File: config.mk
export PLATFORM = sky130hd
export DESIGN_NAME = hififo_tpc_writer
export DESIGN_NICKNAME = d
export VERILOG_FILES = /design/src/rtl/hififo_pkg.sv /design/src/rtl/block_ram.sv /design/src/rtl/hififo_desc_queue.sv /design/src/rtl/hififo_tpc_writer.sv
export SDC_FILE = /design/constraint.sdc
export NUM_CORES = 2
export LEC_CHECK = 0
export CORE_MARGIN = 10
export CORE_UTILIZATION = 50
export CTS_BUF_LIST = sky130_fd_sc_hd__clkbuf_2 sky130_fd_sc_hd__clkbuf_4 sky130_fd_sc_hd__clkbuf_8
export CTS_CLUSTER_SIZE = 20
export DETAILED_ROUTE_END_ITERATION = 10
export PLACE_DENSITY = 0.66
export SYNTH_ARGS = -nofsm -noshare
export SYNTH_HDL_FRONTEND = slang
export SYNTH_MEMORY_MAX_BITS = 65536
export SYNTH_SLANG_ARGS = --single-unit
File: constraint.sdc
create_clock -name clock -period 11.6 [get_ports clock]
set_input_delay 1.16 -clock clock [delete_from_list [all_inputs] [get_ports clock]]
set_output_delay 1.16 -clock clock [all_outputs]
set_load 0.005 [all_outputs]
File: src/rtl/hififo_pkg.sv
// Shared types and constants for the HIFIFO to-PC writer: FSM encoding,
// burst/page geometry and status word bit positions.
package hififo_pkg;

    typedef enum logic [1:0] {
        ST_IDLE = 2'd0,
        ST_REQ  = 2'd1,
        ST_DATA = 2'd2
    } tpc_state_e;

    localparam int BURST_BYTES     = 128;
    localparam int PAGE_BYTES      = 4096;
    localparam int BURSTS_PER_PAGE = PAGE_BYTES / BURST_BYTES;
    localparam int PAGE_ADDR_W     = 52;
    localparam int STATUS_OVF      = 31;
    localparam int STATUS_QLO      = 27;

endpackage

File: src/rtl/block_ram.sv
// Simple dual-port RAM: one synchronous write port, one registered read port.
// Contents are not reset; readers must only address words already written.
module block_ram #(
    parameter int DBITS = 64,
    parameter int ABITS = 6
) (
    input  logic             clock,
    input  logic             wr_en,
    input  logic [ABITS-1:0] wr_addr,
    input  logic [DBITS-1:0] wr_data,
    input  logic             rd_en,
    input  logic [ABITS-1:0] rd_addr,
    output logic [DBITS-1:0] rd_data
);

    logic [DBITS-1:0] mem [2**ABITS];
    logic [DBITS-1:0] rd_data_q;

    always_ff @(posedge clock) begin
        if (wr_en) begin
            mem[wr_addr] <= wr_data;
        end
        if (rd_en) begin
            rd_data_q <= mem[rd_addr];
        end
    end

    assign rd_data = rd_data_q;

endmodule

File: src/rtl/hififo_desc_queue.sv
// Small FIFO of 4 KiB host page addresses (bits [63:12]) with occupancy count
// and a sticky overflow flag raised when a push arrives while full.
module hififo_desc_queue
    import hififo_pkg::*;
#(
    parameter int DESC_LOG2 = 3
) (
    input  logic                   clock,
    input  logic                   reset,
    input  logic                   push,
    input  logic [PAGE_ADDR_W-1:0] push_data,
    input  logic                   pop,
    output logic [PAGE_ADDR_W-1:0] head,
    output logic [DESC_LOG2:0]     count,
    output logic                   empty,
    output logic                   overflow
);

    localparam logic [DESC_LOG2:0] DEPTH = (DESC_LOG2+1)'(2**DESC_LOG2);
    localparam logic [DESC_LOG2:0] CNT_ONE = 1;
    localparam logic [DESC_LOG2-1:0] PTR_ONE = 1;

    logic [PAGE_ADDR_W-1:0] mem [2**DESC_LOG2];
    logic [DESC_LOG2-1:0]   wr_ptr_q, wr_ptr_d;
    logic [DESC_LOG2-1:0]   rd_ptr_q, rd_ptr_d;
    logic [DESC_LOG2:0]     count_q, count_d;
    logic                   ovf_q, ovf_d;
    logic                   push_ok, pop_ok;

    // A push into a full queue is dropped even if a pop happens the same cycle.
    always_comb begin
        push_ok  = push && (count_q != DEPTH);
        pop_ok   = pop && (count_q != '0);
        wr_ptr_d = wr_ptr_q;
        rd_ptr_d = rd_ptr_q;
        count_d  = count_q;
        ovf_d    = ovf_q;
        if (push && !push_ok) begin
            ovf_d = 1'b1;
        end
        if (push_ok) begin
            wr_ptr_d = wr_ptr_q + PTR_ONE;
        end
        if (pop_ok) begin
            rd_ptr_d = rd_ptr_q + PTR_ONE;
        end
        if (push_ok && !pop_ok) begin
            count_d = count_q + CNT_ONE;
        end else if (pop_ok && !push_ok) begin
            count_d = count_q - CNT_ONE;
        end
    end

    always_ff @(posedge clock or negedge reset) begin
        if (!reset) begin
            wr_ptr_q <= '0;
            rd_ptr_q <= '0;
            count_q  <= '0;
            ovf_q    <= 1'b0;
        end else begin
            wr_ptr_q <= wr_ptr_d;
            rd_ptr_q <= rd_ptr_d;
            count_q  <= count_d;
            ovf_q    <= ovf_d;
        end
    end

    always_ff @(posedge clock) begin
        if (push_ok) begin
            mem[wr_ptr_q] <= push_data;
        end
    end

    assign head     = mem[rd_ptr_q];
    assign count    = count_q;
    assign empty    = (count_q == '0);
    assign overflow = ovf_q;

endmodule

File: src/rtl/hififo_tpc_writer.sv
// FPGA->host writer: stages user words, then issues 128-byte memory-write
// requests into host pages taken from a descriptor queue.
module hififo_tpc_writer
    import hififo_pkg::*;
#(
    parameter int BURST_LOG2 = 4,
    parameter int BUF_ABITS  = 6,
    parameter int DESC_LOG2  = 3
) (
    input  logic        clock,
    input  logic        reset,
    input  logic        desc_wvalid,
    input  logic [63:0] desc_wdata,
    output logic [31:0] status,
    output logic        interrupt,
    input  logic [63:0] fifo_data,
    input  logic        fifo_valid,
    output logic        fifo_ready,
    output logic        wr_valid,
    output logic [63:0] wr_addr,
    input  logic        wr_ready,
    input  logic        wr_data_read,
    output logic [63:0] wr_data
);

    localparam int PW     = BUF_ABITS + 1;
    localparam int BYTE_W = BURST_LOG2 + 3;
    localparam int OFF_W  = 12 - BYTE_W;

    localparam logic [PW-1:0]         BUF_DEPTH  = PW'(2**BUF_ABITS);
    localparam logic [PW-1:0]         BURST_FILL = PW'(2**BURST_LOG2);
    localparam logic [PW-1:0]         PTR_ONE    = 1;
    localparam logic [OFF_W-1:0]      OFF_ONE    = 1;
    localparam logic [BURST_LOG2-1:0] CNT_ONE    = 1;

    tpc_state_e             state_q, state_d;
    logic [PW-1:0]          p_write_q, p_write_d;
    logic [PW-1:0]          p_read_q, p_read_d;
    logic [OFF_W-1:0]       offset_q, offset_d;
    logic [BURST_LOG2-1:0]  rd_cnt_q, rd_cnt_d;
    logic [26:0]            bursts_done_q, bursts_done_d;
    logic                   wr_valid_q, wr_valid_d;
    logic [63:0]            wr_addr_q, wr_addr_d;
    logic                   interrupt_q, interrupt_d;

    logic [PW-1:0]          fill;
    logic                   push_word;
    logic                   rd_en;
    logic                   q_pop;
    logic [PAGE_ADDR_W-1:0] q_head;
    logic [DESC_LOG2:0]     q_count;
    logic                   q_empty;
    logic                   q_ovf;
    logic                   unused_desc_low;

    assign unused_desc_low = ^desc_wdata[11:0];

    // Ready is forced low while reset is held so nothing is accepted then.
    assign fill       = p_write_q - p_read_q;
    assign fifo_ready = reset && (fill < BUF_DEPTH);
    assign push_word  = fifo_valid && fifo_ready;
    assign p_write_d  = p_write_q + (push_word ? PTR_ONE : '0);

    always_comb begin
        state_d       = state_q;
        p_read_d      = p_read_q;
        offset_d      = offset_q;
        rd_cnt_d      = rd_cnt_q;
        bursts_done_d = bursts_done_q;
        wr_valid_d    = wr_valid_q;
        wr_addr_d     = wr_addr_q;
        interrupt_d   = 1'b0;
        rd_en         = 1'b0;
        q_pop         = 1'b0;
        case (state_q)
            ST_IDLE: begin
                if ((fill >= BURST_FILL) && !q_empty) begin
                    state_d    = ST_REQ;
                    wr_valid_d = 1'b1;
                    wr_addr_d  = {q_head, offset_q, {BYTE_W{1'b0}}};
                end
            end
            ST_REQ: begin
                if (wr_ready) begin
                    state_d    = ST_DATA;
                    wr_valid_d = 1'b0;
                    rd_cnt_d   = '0;
                end
            end
            ST_DATA: begin
                if (wr_data_read) begin
                    rd_en    = 1'b1;
                    p_read_d = p_read_q + PTR_ONE;
                    rd_cnt_d = rd_cnt_q + CNT_ONE;
                    // Last word of the burst: advance within the page, retire it when full.
                    if (&rd_cnt_q) begin
                        state_d       = ST_IDLE;
                        bursts_done_d = bursts_done_q + 27'd1;
                        offset_d      = offset_q + OFF_ONE;
                        if (&offset_q) begin
                            q_pop       = 1'b1;
                            interrupt_d = 1'b1;
                        end
                    end
                end
            end
            default: begin
                state_d = ST_IDLE;
            end
        endcase
    end

    always_ff @(posedge clock or negedge reset) begin
        if (!reset) begin
            state_q       <= ST_IDLE;
            p_write_q     <= '0;
            p_read_q      <= '0;
            offset_q      <= '0;
            rd_cnt_q      <= '0;
            bursts_done_q <= '0;
            wr_valid_q    <= 1'b0;
            wr_addr_q     <= '0;
            interrupt_q   <= 1'b0;
        end else begin
            state_q       <= state_d;
            p_write_q     <= p_write_d;
            p_read_q      <= p_read_d;
            offset_q      <= offset_d;
            rd_cnt_q      <= rd_cnt_d;
            bursts_done_q <= bursts_done_d;
            wr_valid_q    <= wr_valid_d;
            wr_addr_q     <= wr_addr_d;
            interrupt_q   <= interrupt_d;
        end
    end

    block_ram #(
        .DBITS (64),
        .ABITS (BUF_ABITS)
    ) u_stage (
        .clock   (clock),
        .wr_en   (push_word),
        .wr_addr (p_write_q[BUF_ABITS-1:0]),
        .wr_data (fifo_data),
        .rd_en   (rd_en),
        .rd_addr (p_read_q[BUF_ABITS-1:0]),
        .rd_data (wr_data)
    );

    hififo_desc_queue #(
        .DESC_LOG2 (DESC_LOG2)
    ) u_desc (
        .clock     (clock),
        .reset     (reset),
        .push      (desc_wvalid),
        .push_data (desc_wdata[63:12]),
        .pop       (q_pop),
        .head      (q_head),
        .count     (q_count),
        .empty     (q_empty),
        .overflow  (q_ovf)
    );

    assign status    = {q_ovf, 4'(q_count), bursts_done_q};
    assign wr_valid  = wr_valid_q;
    assign wr_addr   = wr_addr_q;
    assign interrupt = interrupt_q;

endmodule

==> flow_summary.ini <==
[status]
outcome = finished clean

[synth]
synth-seq-cells = 4698
synth_cells = 7514
yosys.area.top_type = edfxtp_1
syn_area_per_cell_um2 = 23.8
yosysMostFrequentCell = edfxtp_1
synth_area_leaders = edfxtp_1 77%, mux4_2 15%, dfrtp_1 1.7%
synth_seq_area_share_pct = 78.7
yosys.area.top_type_share_pct = 77.0
async_reset_ff_share_pct = 2.60
syn_area_um2 = 179000
synth_ff_type = edfxtp_1
synth_warnings = 0
ys_top_cells_by_count = 4,576 x edfxtp_1, 1,224 x mux4_2, 181 x mux2i_1
ys_types = 62
synth_enable_flop_cells = 4576

[die]
pin_count = 297
initial_core_util_pct = 50.2
die-width_um = 618
dieArea_um2 = 381000
core_region_area_um2 = 356000
rows = 219
die_height_um = 618

[layout]
layout.area.seq_um2 = 140000
area_delta_synth_final_pct = 13.0
final_cell_area_um2 = 202000
nets = 8542
drive_gt1_share_pct = 32.5
multi_input_area_um2 = 36400
nFillCells = 25800

[worst_setup_path]
reg2reg_from = p_read_q[4]
path_max_fanout = 65
rr_endpoint = u_stage.mem[14][28]
r2r_slack_ns = 5.87
worst-setup-path-type = flip-flop to output pin
rr_worst_depth = 10
startpoint_type = flip-flop
critPathRequiredTime_ns = 10.44
cp.arrival_ns = 5.52
end_kind = output pin

[global_route]
grt-ovfl-total = 0
grt_start_max_net_pins = 123
first_global_vias = 88500
grt_pass1_wl_mm = 679
grt.total_usage_pct = 25.0
antenna_found_initial = 37

[sta]
rsz0062_at_grt = no
slew_headroom_pct = 13.2
hold_violations = 0
fmax_mhz = 150
skew_ns = 0.0753
tns_ns = 0
setup_viol = 0
worst_pin_slew_ns = 1.30
fin_crit_sh_pct = 57.6
period_needed_ns = 6.68
slew_viol_final = 0

[pwr]
powerDensity_nw_per_um2 = 217
p_leak_nw = 63.8
vdd_drop_max_mv = 0.219

[route]
first_iter_violations = 12200
ant_nets = 0
wl_per_cell_um = 35.4
drc_errors = 0
routed_wl_mm = 486
vias_per_cell = 6.39
via_count = 87700
dr.pass1.iters = 9

[placed_design]
dpl-instance-area_um2 = 187000
dp_hpwl_mm = 249
port_buffers = 277
gp_congestion = 0.793

[clock_network]
postCtsSetupBuffers = 0
cts.reportedPaths.clkPinSlew_ns = 0.06
clock_sinks = 4698
cts_tree = built
clockBufferDepth = 4
h-tree-depth = 6
cts_root_buffer = clkbuf_8
cts_buffers = 735
clk_latency_ns = 1.30

[flow_run]
drv_cap = 0

[hold_path]
hold_class = primary input to async pin
-- state kept, by name, summed over array words and instances, names as in the netlist, 5 cells and up --
name / count
p_read_q: 7
u_desc.mem: 416
offset_q: 5
u_stage.mem: 4096
p_write_q: 7
bursts_done_q: 27
u_stage.rd_data: 64
wr_addr: 57
-- power breakdown --
part           total (W)  switching [W]  internal (W)
sequential        0.0196       0.000305        0.0193
clock             0.0137        0.00651       0.00714
combinational     0.0105        0.00556       0.00496
total             0.0437         0.0124        0.0314
-- final cells by class --
cell class	count	share of cell area, %
well taps	4751	2.95
repair buffers	543	2.26
clock buffers	996	6.02
clock inverters	318	1.06
flip-flops and latches	4698	69.6
diodes	18	0.0223
inverters	18	0.0409
multi-input cells	2392	18.0
-- critical path, stage by stage, from the launching register on --
cell,delay (ns)
dfrtp_2,0.55
clkinv_1,0.53
buf_4,0.46
ha_1,0.39
inv_1,0.12
o2111ai_1,0.23
o41ai_1,0.15
nor2_4,0.13
buf_4,0.76
inv_1,0.14
clkdlybuf4s50_1,0.75
-- worst max-delay path by stage --
stage / startpoint / cells after the start / slack (ns) / end
final: p_read_q[4] / 10 / 4.92 / fifo_ready
after global routing: p_read_q[4] / 10 / 4.80 / fifo_ready
after CTS: p_read_q[4] / 10 / 5.01 / fifo_ready
after detailed placement: p_read_q[0] / 8 / 5.85 / u_stage.rd_data[58]
after global placement: p_read_q[0] / 8 / 5.87 / u_stage.rd_data[57]
after floorplan: p_read_q[1] / 15 / 1.91 / u_stage.mem[38][0]
-- metal layers --
layer | global-route usage, % | vias up | part of all wire (%)
li1 | - | 34100 | -
met1 | 34.2 | 47100 | 37
met2 | 39.9 | 5411 | 48
met3 | 6.05 | 1008 | 11
met4 | 8.57 | 28 | 3.5
met5 | 0 | - | 0.036
-- layout by cell type (no fill, tap or decap), drive strengths merged, types with 14 or more instances in the layout --
cell type and count:
a21oi 34, a221o 16, a221oi 37, a22oi 42, buf 329, clkbuf 996, clkdlybuf4s50 213, clkinv 257
dfrtp 122, diode 18, edfxtp 4576, ha 18, inv 57, mux2 111, mux2i 181, mux4 1224
nand2 177, nand3 17, nand4 14, nor2 109, nor3 59, nor4 36, o211ai 19, o21ai 51
o221ai 30, o22ai 65, xnor2 37, xor2 14
-- stage by stage --
stage	std cells	utilization (%)	worst slack (ns)	total power [W]	hold slack, ns
floorplan	7520	-	1.91	0.0273	0.443
global placement	12400	52.7	5.87	0.0304	0.454
detailed placement	12400	52.7	5.85	0.0305	0.462
CTS	13700	56.7	5.01	0.0441	0.341
global route	13700	56.7	4.80	0.0453	0.395
finish	13700	56.7	4.92	0.0437	0.401
-- cell families after synthesis --
logic type | share of synthesized area (%)
simple gates | 1.14
other cells | 0.00210
buf+inv | 1.24
compound gates | 1.39
flops | 78.7
mux | 17.2
xor+xnor | 0.250
fa+ha+maj | 0.149
-- repair_timing --
action	4_1_cts	5_1_grt
resized for setup	0	0
hold buffers	1	0
endpoints found under the hold margin	30	0
Power figures use the tool's default switching activity.
